===== src/rtl/multicycle_ctrl_if.sv =====
// Control bundle between the multi-cycle main controller and the datapath/memory.
// master = controller side, slave = datapath/memory side.
interface multicycle_ctrl_if;
  logic [6:0] opcode;
  logic       mem_ready;
  logic       mem_req;
  logic       mem_we;
  logic       iord;
  logic       ir_write;
  logic       pc_write;
  logic       pc_write_cond;
  logic [1:0] pc_source;
  logic       alu_src_a;
  logic [1:0] alu_src_b;
  logic [1:0] alu_op;
  logic       reg_write;
  logic [1:0] mem_to_reg;
  logic       instr_done;
  logic       illegal;
  logic [3:0] state_o;

  modport master (
    input  opcode, mem_ready,
    output mem_req, mem_we, iord, ir_write, pc_write, pc_write_cond,
           pc_source, alu_src_a, alu_src_b, alu_op, reg_write,
           mem_to_reg, instr_done, illegal, state_o
  );

  modport slave (
    output opcode, mem_ready,
    input  mem_req, mem_we, iord, ir_write, pc_write, pc_write_cond,
           pc_source, alu_src_a, alu_src_b, alu_op, reg_write,
           mem_to_reg, instr_done, illegal, state_o
  );
endinterface


===== src/rtl/multicycle_ctrl.sv =====
// Main control FSM of the multi-cycle RV32 core: sequences fetch/decode/execute/mem/wb.
// Optional jal support is enabled by defining MULTICYCLE_CTRL_JAL_EN.
module multicycle_ctrl (
  input  logic              clk,
  input  logic              rst_n,
  multicycle_ctrl_if.master bus
);

  localparam logic [6:0] OP_LW  = 7'b0000011;
  localparam logic [6:0] OP_SW  = 7'b0100011;
  localparam logic [6:0] OP_R   = 7'b0110011;
  localparam logic [6:0] OP_BEQ = 7'b1100011;
`ifdef MULTICYCLE_CTRL_JAL_EN
  localparam logic [6:0] OP_JAL = 7'b1101111;
`endif

  typedef enum logic [3:0] {
    ST_FETCH     = 4'd0,
    ST_DECODE    = 4'd1,
    ST_MEM_ADDR  = 4'd2,
    ST_MEM_READ  = 4'd3,
    ST_MEM_WB    = 4'd4,
    ST_MEM_WRITE = 4'd5,
    ST_EXECUTE   = 4'd6,
    ST_ALU_WB    = 4'd7,
    ST_BRANCH    = 4'd8,
`ifdef MULTICYCLE_CTRL_JAL_EN
    ST_JAL       = 4'd9,
`endif
    ST_HALT      = 4'd15
  } state_e;

  state_e     state_r;
  state_e     next_state_s;
  logic       is_store_r;

  logic       mem_req_s;
  logic       mem_we_s;
  logic       iord_s;
  logic       ir_write_s;
  logic       pc_write_s;
  logic       pc_write_cond_s;
  logic [1:0] pc_source_s;
  logic       alu_src_a_s;
  logic [1:0] alu_src_b_s;
  logic [1:0] alu_op_s;
  logic       reg_write_s;
  logic [1:0] mem_to_reg_s;
  logic       instr_done_s;
  logic       illegal_s;
  logic [3:0] state_out_s;

  // State register; load/store kind is latched in DECODE so opcode is sampled only there.
  always_ff @(posedge clk or negedge rst_n) begin
    if (!rst_n) begin
      state_r    <= ST_FETCH;
      is_store_r <= 1'b0;
    end else begin
      state_r <= next_state_s;
      if (state_r == ST_DECODE) begin
        is_store_r <= (bus.opcode == OP_SW);
      end else begin
        is_store_r <= is_store_r;
      end
    end
  end

  // Next-state logic.
  always_comb begin
    next_state_s = state_r;
    case (state_r)
      ST_FETCH: begin
        if (bus.mem_ready) begin
          next_state_s = ST_DECODE;
        end else begin
          next_state_s = ST_FETCH;
        end
      end
      ST_DECODE: begin
        case (bus.opcode)
          OP_LW, OP_SW: next_state_s = ST_MEM_ADDR;
          OP_R:         next_state_s = ST_EXECUTE;
          OP_BEQ:       next_state_s = ST_BRANCH;
`ifdef MULTICYCLE_CTRL_JAL_EN
          OP_JAL:       next_state_s = ST_JAL;
`endif
          default:      next_state_s = ST_HALT;
        endcase
      end
      ST_MEM_ADDR: begin
        if (is_store_r) begin
          next_state_s = ST_MEM_WRITE;
        end else begin
          next_state_s = ST_MEM_READ;
        end
      end
      ST_MEM_READ: begin
        if (bus.mem_ready) begin
          next_state_s = ST_MEM_WB;
        end else begin
          next_state_s = ST_MEM_READ;
        end
      end
      ST_MEM_WB:  next_state_s = ST_FETCH;
      ST_MEM_WRITE: begin
        if (bus.mem_ready) begin
          next_state_s = ST_FETCH;
        end else begin
          next_state_s = ST_MEM_WRITE;
        end
      end
      ST_EXECUTE: next_state_s = ST_ALU_WB;
      ST_ALU_WB:  next_state_s = ST_FETCH;
      ST_BRANCH:  next_state_s = ST_FETCH;
`ifdef MULTICYCLE_CTRL_JAL_EN
      ST_JAL:     next_state_s = ST_FETCH;
`endif
      ST_HALT:    next_state_s = ST_HALT;
      // Unused encodings trap into HALT rather than resuming silently.
      default:    next_state_s = ST_HALT;
    endcase
  end

  // Output decode from state; everything is held at 0 while reset is asserted.
  always_comb begin
    mem_req_s       = 1'b0;
    mem_we_s        = 1'b0;
    iord_s          = 1'b0;
    ir_write_s      = 1'b0;
    pc_write_s      = 1'b0;
    pc_write_cond_s = 1'b0;
    pc_source_s     = 2'b00;
    alu_src_a_s     = 1'b0;
    alu_src_b_s     = 2'b00;
    alu_op_s        = 2'b00;
    reg_write_s     = 1'b0;
    mem_to_reg_s    = 2'b00;
    instr_done_s    = 1'b0;
    illegal_s       = 1'b0;
    state_out_s     = 4'd0;
    if (!rst_n) begin
      state_out_s = 4'd0;
    end else begin
      state_out_s = state_r;
      case (state_r)
        ST_FETCH: begin
          mem_req_s   = 1'b1;
          alu_src_b_s = 2'b01;
          ir_write_s  = bus.mem_ready;
          pc_write_s  = bus.mem_ready;
        end
        ST_DECODE: begin
          alu_src_b_s = 2'b10;
        end
        ST_MEM_ADDR: begin
          alu_src_a_s = 1'b1;
          alu_src_b_s = 2'b10;
        end
        ST_MEM_READ: begin
          mem_req_s = 1'b1;
          iord_s    = 1'b1;
        end
        ST_MEM_WB: begin
          reg_write_s  = 1'b1;
          mem_to_reg_s = 2'b01;
          instr_done_s = 1'b1;
        end
        ST_MEM_WRITE: begin
          mem_req_s    = 1'b1;
          mem_we_s     = 1'b1;
          iord_s       = 1'b1;
          instr_done_s = bus.mem_ready;
        end
        ST_EXECUTE: begin
          alu_src_a_s = 1'b1;
          alu_op_s    = 2'b10;
        end
        ST_ALU_WB: begin
          reg_write_s  = 1'b1;
          instr_done_s = 1'b1;
        end
        ST_BRANCH: begin
          alu_src_a_s     = 1'b1;
          alu_op_s        = 2'b01;
          pc_write_cond_s = 1'b1;
          pc_source_s     = 2'b01;
          instr_done_s    = 1'b1;
        end
`ifdef MULTICYCLE_CTRL_JAL_EN
        // PC already holds PC+4 here, so it is the link value.
        ST_JAL: begin
          pc_write_s   = 1'b1;
          pc_source_s  = 2'b01;
          reg_write_s  = 1'b1;
          mem_to_reg_s = 2'b10;
          instr_done_s = 1'b1;
        end
`endif
        ST_HALT: begin
          illegal_s = 1'b1;
        end
        default: begin
          illegal_s = 1'b0;
        end
      endcase
    end
  end

  assign bus.mem_req       = mem_req_s;
  assign bus.mem_we        = mem_we_s;
  assign bus.iord          = iord_s;
  assign bus.ir_write      = ir_write_s;
  assign bus.pc_write      = pc_write_s;
  assign bus.pc_write_cond = pc_write_cond_s;
  assign bus.pc_source     = pc_source_s;
  assign bus.alu_src_a     = alu_src_a_s;
  assign bus.alu_src_b     = alu_src_b_s;
  assign bus.alu_op        = alu_op_s;
  assign bus.reg_write     = reg_write_s;
  assign bus.mem_to_reg    = mem_to_reg_s;
  assign bus.instr_done    = instr_done_s;
  assign bus.illegal       = illegal_s;
  assign bus.state_o       = state_out_s;

endmodule


===== src/flat_wrapper.sv =====
// flat-port wrapper written by rule: the top's interface ports become plain ports
module multicycle_ctrl_flat 
  (clk, rst_n, bus_opcode, bus_mem_ready, bus_mem_req, bus_mem_we, bus_iord, bus_ir_write, bus_pc_write, bus_pc_write_cond, bus_pc_source, bus_alu_src_a, bus_alu_src_b, bus_alu_op, bus_reg_write, bus_mem_to_reg, bus_instr_done, bus_illegal, bus_state_o);
  multicycle_ctrl_if bus_i ();
  input  logic clk;
  input  logic rst_n;
  input wire logic [$bits(bus_i.opcode)-1:0] bus_opcode;
  input wire logic [$bits(bus_i.mem_ready)-1:0] bus_mem_ready;
  output wire logic [$bits(bus_i.mem_req)-1:0] bus_mem_req;
  output wire logic [$bits(bus_i.mem_we)-1:0] bus_mem_we;
  output wire logic [$bits(bus_i.iord)-1:0] bus_iord;
  output wire logic [$bits(bus_i.ir_write)-1:0] bus_ir_write;
  output wire logic [$bits(bus_i.pc_write)-1:0] bus_pc_write;
  output wire logic [$bits(bus_i.pc_write_cond)-1:0] bus_pc_write_cond;
  output wire logic [$bits(bus_i.pc_source)-1:0] bus_pc_source;
  output wire logic [$bits(bus_i.alu_src_a)-1:0] bus_alu_src_a;
  output wire logic [$bits(bus_i.alu_src_b)-1:0] bus_alu_src_b;
  output wire logic [$bits(bus_i.alu_op)-1:0] bus_alu_op;
  output wire logic [$bits(bus_i.reg_write)-1:0] bus_reg_write;
  output wire logic [$bits(bus_i.mem_to_reg)-1:0] bus_mem_to_reg;
  output wire logic [$bits(bus_i.instr_done)-1:0] bus_instr_done;
  output wire logic [$bits(bus_i.illegal)-1:0] bus_illegal;
  output wire logic [$bits(bus_i.state_o)-1:0] bus_state_o;
  assign bus_i.opcode = bus_opcode;
  assign bus_i.mem_ready = bus_mem_ready;
  assign bus_mem_req = bus_i.mem_req;
  assign bus_mem_we = bus_i.mem_we;
  assign bus_iord = bus_i.iord;
  assign bus_ir_write = bus_i.ir_write;
  assign bus_pc_write = bus_i.pc_write;
  assign bus_pc_write_cond = bus_i.pc_write_cond;
  assign bus_pc_source = bus_i.pc_source;
  assign bus_alu_src_a = bus_i.alu_src_a;
  assign bus_alu_src_b = bus_i.alu_src_b;
  assign bus_alu_op = bus_i.alu_op;
  assign bus_reg_write = bus_i.reg_write;
  assign bus_mem_to_reg = bus_i.mem_to_reg;
  assign bus_instr_done = bus_i.instr_done;
  assign bus_illegal = bus_i.illegal;
  assign bus_state_o = bus_i.state_o;
  multicycle_ctrl u_core (.clk(clk), .rst_n(rst_n), .bus(bus_i));
endmodule

===== config.mk =====
export PLATFORM = sky130hd
export DESIGN_NAME = multicycle_ctrl_flat
export DESIGN_NICKNAME = d
export VERILOG_FILES = /design/src/rtl/multicycle_ctrl_if.sv /design/src/rtl/multicycle_ctrl.sv /design/src/flat_wrapper.sv
export SDC_FILE = /design/constraint.sdc
export NUM_CORES = 1
export LEC_CHECK = 0
export BUFFER_PORTS_ARGS = -buffer_cell sky130_fd_sc_hd__buf_2
export CORE_MARGIN = 4
export CORE_UTILIZATION = 44
export DETAILED_ROUTE_END_ITERATION = 7
export GPL_TIMING_DRIVEN = 0
export PLACE_DENSITY = 0.83
export SLEW_MARGIN = 10
export SYNTH_ARGS = -nofsm -noshare
export SYNTH_HDL_FRONTEND = slang
export SYNTH_SLANG_ARGS = --single-unit

===== constraint.sdc =====
create_clock -name clk -period 1.6 [get_ports clk]
set_clock_uncertainty 0.15 [all_clocks]
set_input_delay 0.32 -clock clk [delete_from_list [all_inputs] [get_ports clk]]
set_output_delay 0.32 -clock clk [all_outputs]
set_load 0.05 [all_outputs]

==> flow_metrics.tcl, run 1 <==
set metrics [dict create \
    status "did not finish" \
    die_h_um 46.6 \
    cts_buffer_depth 2 \
    place_congestion 0.872 \
    cts.sinks 5 \
    io_pins 32 \
    start_util_pct 48.6 \
    htreeDepth 1 \
    postSynthCellCount 86 \
    synth_seq_cells 5 \
    toolErrorMsg "[ERROR DPL-0033] detailed placement checks failed during check placement." \
    ys_seq_area_share_pct 19.1 \
    async_flop_share_pct 100 \
    die_x_um 46.6 \
    cts_resized 63 \
    ys_warn_count 0 \
    cts_setup_buffers 14 \
    postCtsHoldBufs 1 \
    port_buffers 29 \
    root_buffer "clkbuf_4" \
    dpl.hpwl_mm 1.46 \
    netlist_area_um2 656 \
    synth_edf_count 0 \
    ys_types 34 \
    syn_avg_cell_area_um2 7.62 \
    stop_stage "clock tree synthesis" \
    cts_buffers 3 \
    row_count 13 \
    ys.flop_type "dfrtp_1" \
]
cells in the mapped netlist, drive strengths merged, types with 2 or more instances:
master / n / area [um2]
nand2b: 2 / 20.0
nor4: 2 / 12.5
nand3: 4 / 20.0
buf: 9 / 78.8
nor3b: 2 / 15.0
dfrtp: 5 / 125
o22ai: 2 / 12.5
and3: 2 / 12.5
mux2: 2 / 22.5
and2: 6 / 37.5
nor2: 14 / 55.1
a21oi: 6 / 30.0
nand2: 6 / 25.0
inv: 4 / 15.0
nor3: 6 / 35.0
through the flow:
| step | area [um2] | TNS [ns] | utilization, % | instances | setup slack, ns |
|---|---|---|---|---|---|
| 2_1_floorplan | 802 | -2.34 | - | 87 | -0.548 |
| 3_3_place_gp | 966 | -2.39 | 71.5 | 131 | -0.318 |
| 3_5_place_dp | 966 | -2.85 | 71.5 | 131 | -0.333 |
cell families after synthesis:
logic type / after synthesis / synth area share (%)
AO/OA/AOI/OAI: 15 / 16.0
XOR/XNOR: 2 / 3.82
adder cells (fa/ha/maj): 1 / 1.53
buffers and inverters: 14 / 14.9
flip-flops: 5 / 19.1
multiplexers: 2 / 3.43
other: 1 / 0.572
AND/OR/NAND/NOR: 46 / 40.7
==> inputs of run 2 (changes only) <==
--- a/config.mk
+++ b/config.mk
@@ -6,11 +6,11 @@
 export NUM_CORES = 1
 export LEC_CHECK = 0
 export BUFFER_PORTS_ARGS = -buffer_cell sky130_fd_sc_hd__buf_2
-export CORE_MARGIN = 4
-export CORE_UTILIZATION = 44
+export CORE_AREA = 4 4 65 67
 export DETAILED_ROUTE_END_ITERATION = 7
+export DIE_AREA = 0 0 69 71
 export GPL_TIMING_DRIVEN = 0
-export PLACE_DENSITY = 0.83
+export PLACE_DENSITY_LB_ADDON = 0.15
 export SLEW_MARGIN = 10
 export SYNTH_ARGS = -nofsm -noshare
 export SYNTH_HDL_FRONTEND = slang
==> flow_metrics.tcl, run 2 <==
set metrics [dict create \
    cts_tree "done" \
    synth_largest_area_cell "dfrtp_1" \
    row_count 22 \
    cp.required_ns 1.13 \
    hold_violations 0 \
    synthTopCellsByArea "dfrtp_1 (19%), nor2_1 (7.4%), buf_4 (6.9%)" \
    die_x_um 69 \
    reg2reg_from "u_core.state_r[0]$_DFF_PN0_" \
    crit_end "bus_instr_done" \
    drive_above_1_share_pct 71.8 \
    critical_path_peak_fanout 4 \
    setup_tns_ns -4.11 \
    via_per_inst 4.28 \
    fmax_ghz 0.515 \
    grt_pass1_vias 826 \
    power_density_mw_per_mm2 1490 \
    crit_start "u_core.state_r[0]$_DFF_PN0_" \
    rsz0062_at_grt "yes" \
    synth_seq_cells 5 \
    drt_iter0_markers 21 \
    power.total_mw 2.23 \
    top_regs "u_core.state_r (4), u_core.is_store_r (1)" \
    leakagePower_nw 0.676 \
    diodes 0 \
    wl_mm 2.28 \
    largest-register "u_core.state_r" \
    netlist_area_um2 656 \
    wl_met3_um 98 \
    crit_type "flip-flop to output port" \
    setup_viol 20 \
    grt_usage_pct 9.35 \
    die_h_um 71 \
    async_flop_share_pct 100 \
    top_layer "met4" \
    root_buffer "clkbuf_8" \
    wl_met2_mm 1.24 \
    dpl.hpwl_mm 1.55 \
    hp-class "primary input to flip-flop" \
    postSynthCellCount 86 \
    wl_per_cell_um 12.0 \
    cp.arrival_ns 1.47 \
    holdWs_ns 0.291 \
    synth_top_cell_area_share_pct 19.1 \
    final_util_pct 41.3 \
    cts_buffers 3 \
    pre_cts_slack_ns -0.337 \
    drv_cap 0 \
    min_period_over_period_pct 121 \
    dieArea_mm2 0.00490 \
    crit_path_end_kind "output port" \
    htreeDepth 1 \
    ir_drop_v 0.000489 \
    ant_nets 0 \
    clk_pin_slew_worst_paths_ns 0.04 \
    worstSkewPairLatency_ns 0.22 \
    ys_warn_count 0 \
    finalMaxSlewViolations 0 \
    place_area_mm2 0.00101 \
    ys_top_cells_by_count "nor2_1 (13), a21oi_1 (6), and2_1 (6), buf_4 (6)" \
    rrSetupSlack_ns 0.09 \
    cts.sinks 5 \
    syn_to_final_growth_pct 129 \
    grt_antenna_before_repair 0 \
    drc 0 \
    grt_pass1_wl_mm 3.79 \
    start_kind "flip-flop" \
    vias 813 \
    syn_avg_cell_area_um2 7.62 \
    final_cell_mix "buf_8 (17), buf_4 (17), buf_6 (14)" \
    synth_edf_count 0 \
    stdcell_area_mm2 0.00150 \
    ys.flop_type "dfrtp_1" \
    gr-total-overflow 0 \
    dp.cells 164 \
    io_pins 32 \
    rr_worst_depth 6 \
    start_util_pct 18.0 \
    largest_reg_flops 4 \
    met1_length_um 915 \
    nets 153 \
    status "finished, violations left" \
    port_buffers 29 \
    firstDrtPassIters 4 \
    place_congestion 0.883 \
    ys_seq_area_share_pct 19.1 \
    coreArea_mm2 0.00363 \
    grt_max_degree 11 \
    violations "setup timing" \
    setup_slack_ns -0.343 \
    regToRegEndpoint "u_core.state_r[0]$_DFF_PN0_" \
    cts_buffer_depth 2 \
    synth_most_common_cell "nor2_1" \
    layout_min_cycle_time_ns 1.94 \
    ys_types 34 \
    layout.cells.non_filler 190 \
]
[run 2: cell counts after synthesis]
Identical to the previous run, type by type.
[run 2: worst max-delay path, stage by stage (launching register included)]
cell and delay (ns):
dfrtp_2 0.45, nor2b_2 0.19, o22a_1 0.17, o22ai_1 0.14
and2_4 0.16, buf_8 0.14
[run 2: timing repair]
action | CTS | global route
pin swaps | 9 | 5
buffers inserted | 14 | 7
resized for setup | 67 | 16
setup endpoints to repair | 20 | 20
cloned | 1 | 0
hold endpoints to repair | 5 | 0
hold buffers | 1 | 0
[run 2: layout make-up]
class	count	area, um2
fillers	363	2130
multi-input cells	68	622
repair buffers	51	512
flip-flops and latches	5	129
plain buffers	10	114
well taps	48	60.1
clock buffers	4	45.0
inverters	4	17.5
[run 2: worst min path at each step]
stage / startpoint / endpoint / slack, ns / depth (start not counted)
2_1_floorplan: rst_n / u_core.is_store_r$_DFFE_PN0P_ / -0.13 / 0
3_3_place_gp: rst_n / u_core.state_r[0]$_DFF_PN0_ / 0.02 / 1
3_5_place_dp: rst_n / u_core.state_r[0]$_DFF_PN0_ / 0.02 / 1
4_1_cts: bus_opcode[4] / u_core.state_r[2]$_DFF_PN0_ / 0.30 / 3
5_1_grt: bus_opcode[4] / u_core.state_r[2]$_DFF_PN0_ / 0.31 / 3
6_report: bus_opcode[4] / u_core.state_r[2]$_DFF_PN0_ / 0.29 / 3
[run 2: logic make-up (layout without fill, tap and decap cells)]
family / Yosys count / after routing / synth area share, %
AND/OR/NAND/NOR: 46 / 46 / 40.7
AO/OA/AOI/OAI: 15 / 15 / 16.0
other: 1 / 2 / 0.572
buffers and inverters: 14 / 69 / 14.9
flip-flops: 5 / 5 / 19.1
multiplexers: 2 / 2 / 3.43
XOR/XNOR: 2 / 2 / 3.82
adder cells (fa/ha/maj): 1 / 1 / 1.53
[run 2: power by group]
part	switching (mW)	leakage [nW]	internal, mW	total, mW
registers	0.0638	0.0519	0.174	0.238
clock network	0.0551	0.0228	0.170	0.226
logic	0.908	0.601	0.860	1.77
[run 2: routing by layer]
metal | vias up | GRT usage [%]
met5 | - | 0
met2 | 26 | 16.5
met4 | 0 | 2.82
met3 | 4 | 2.41
li1 | 401 | -
met1 | 382 | 11.1
No activity file was read; power rests on OpenSTA's default activity.
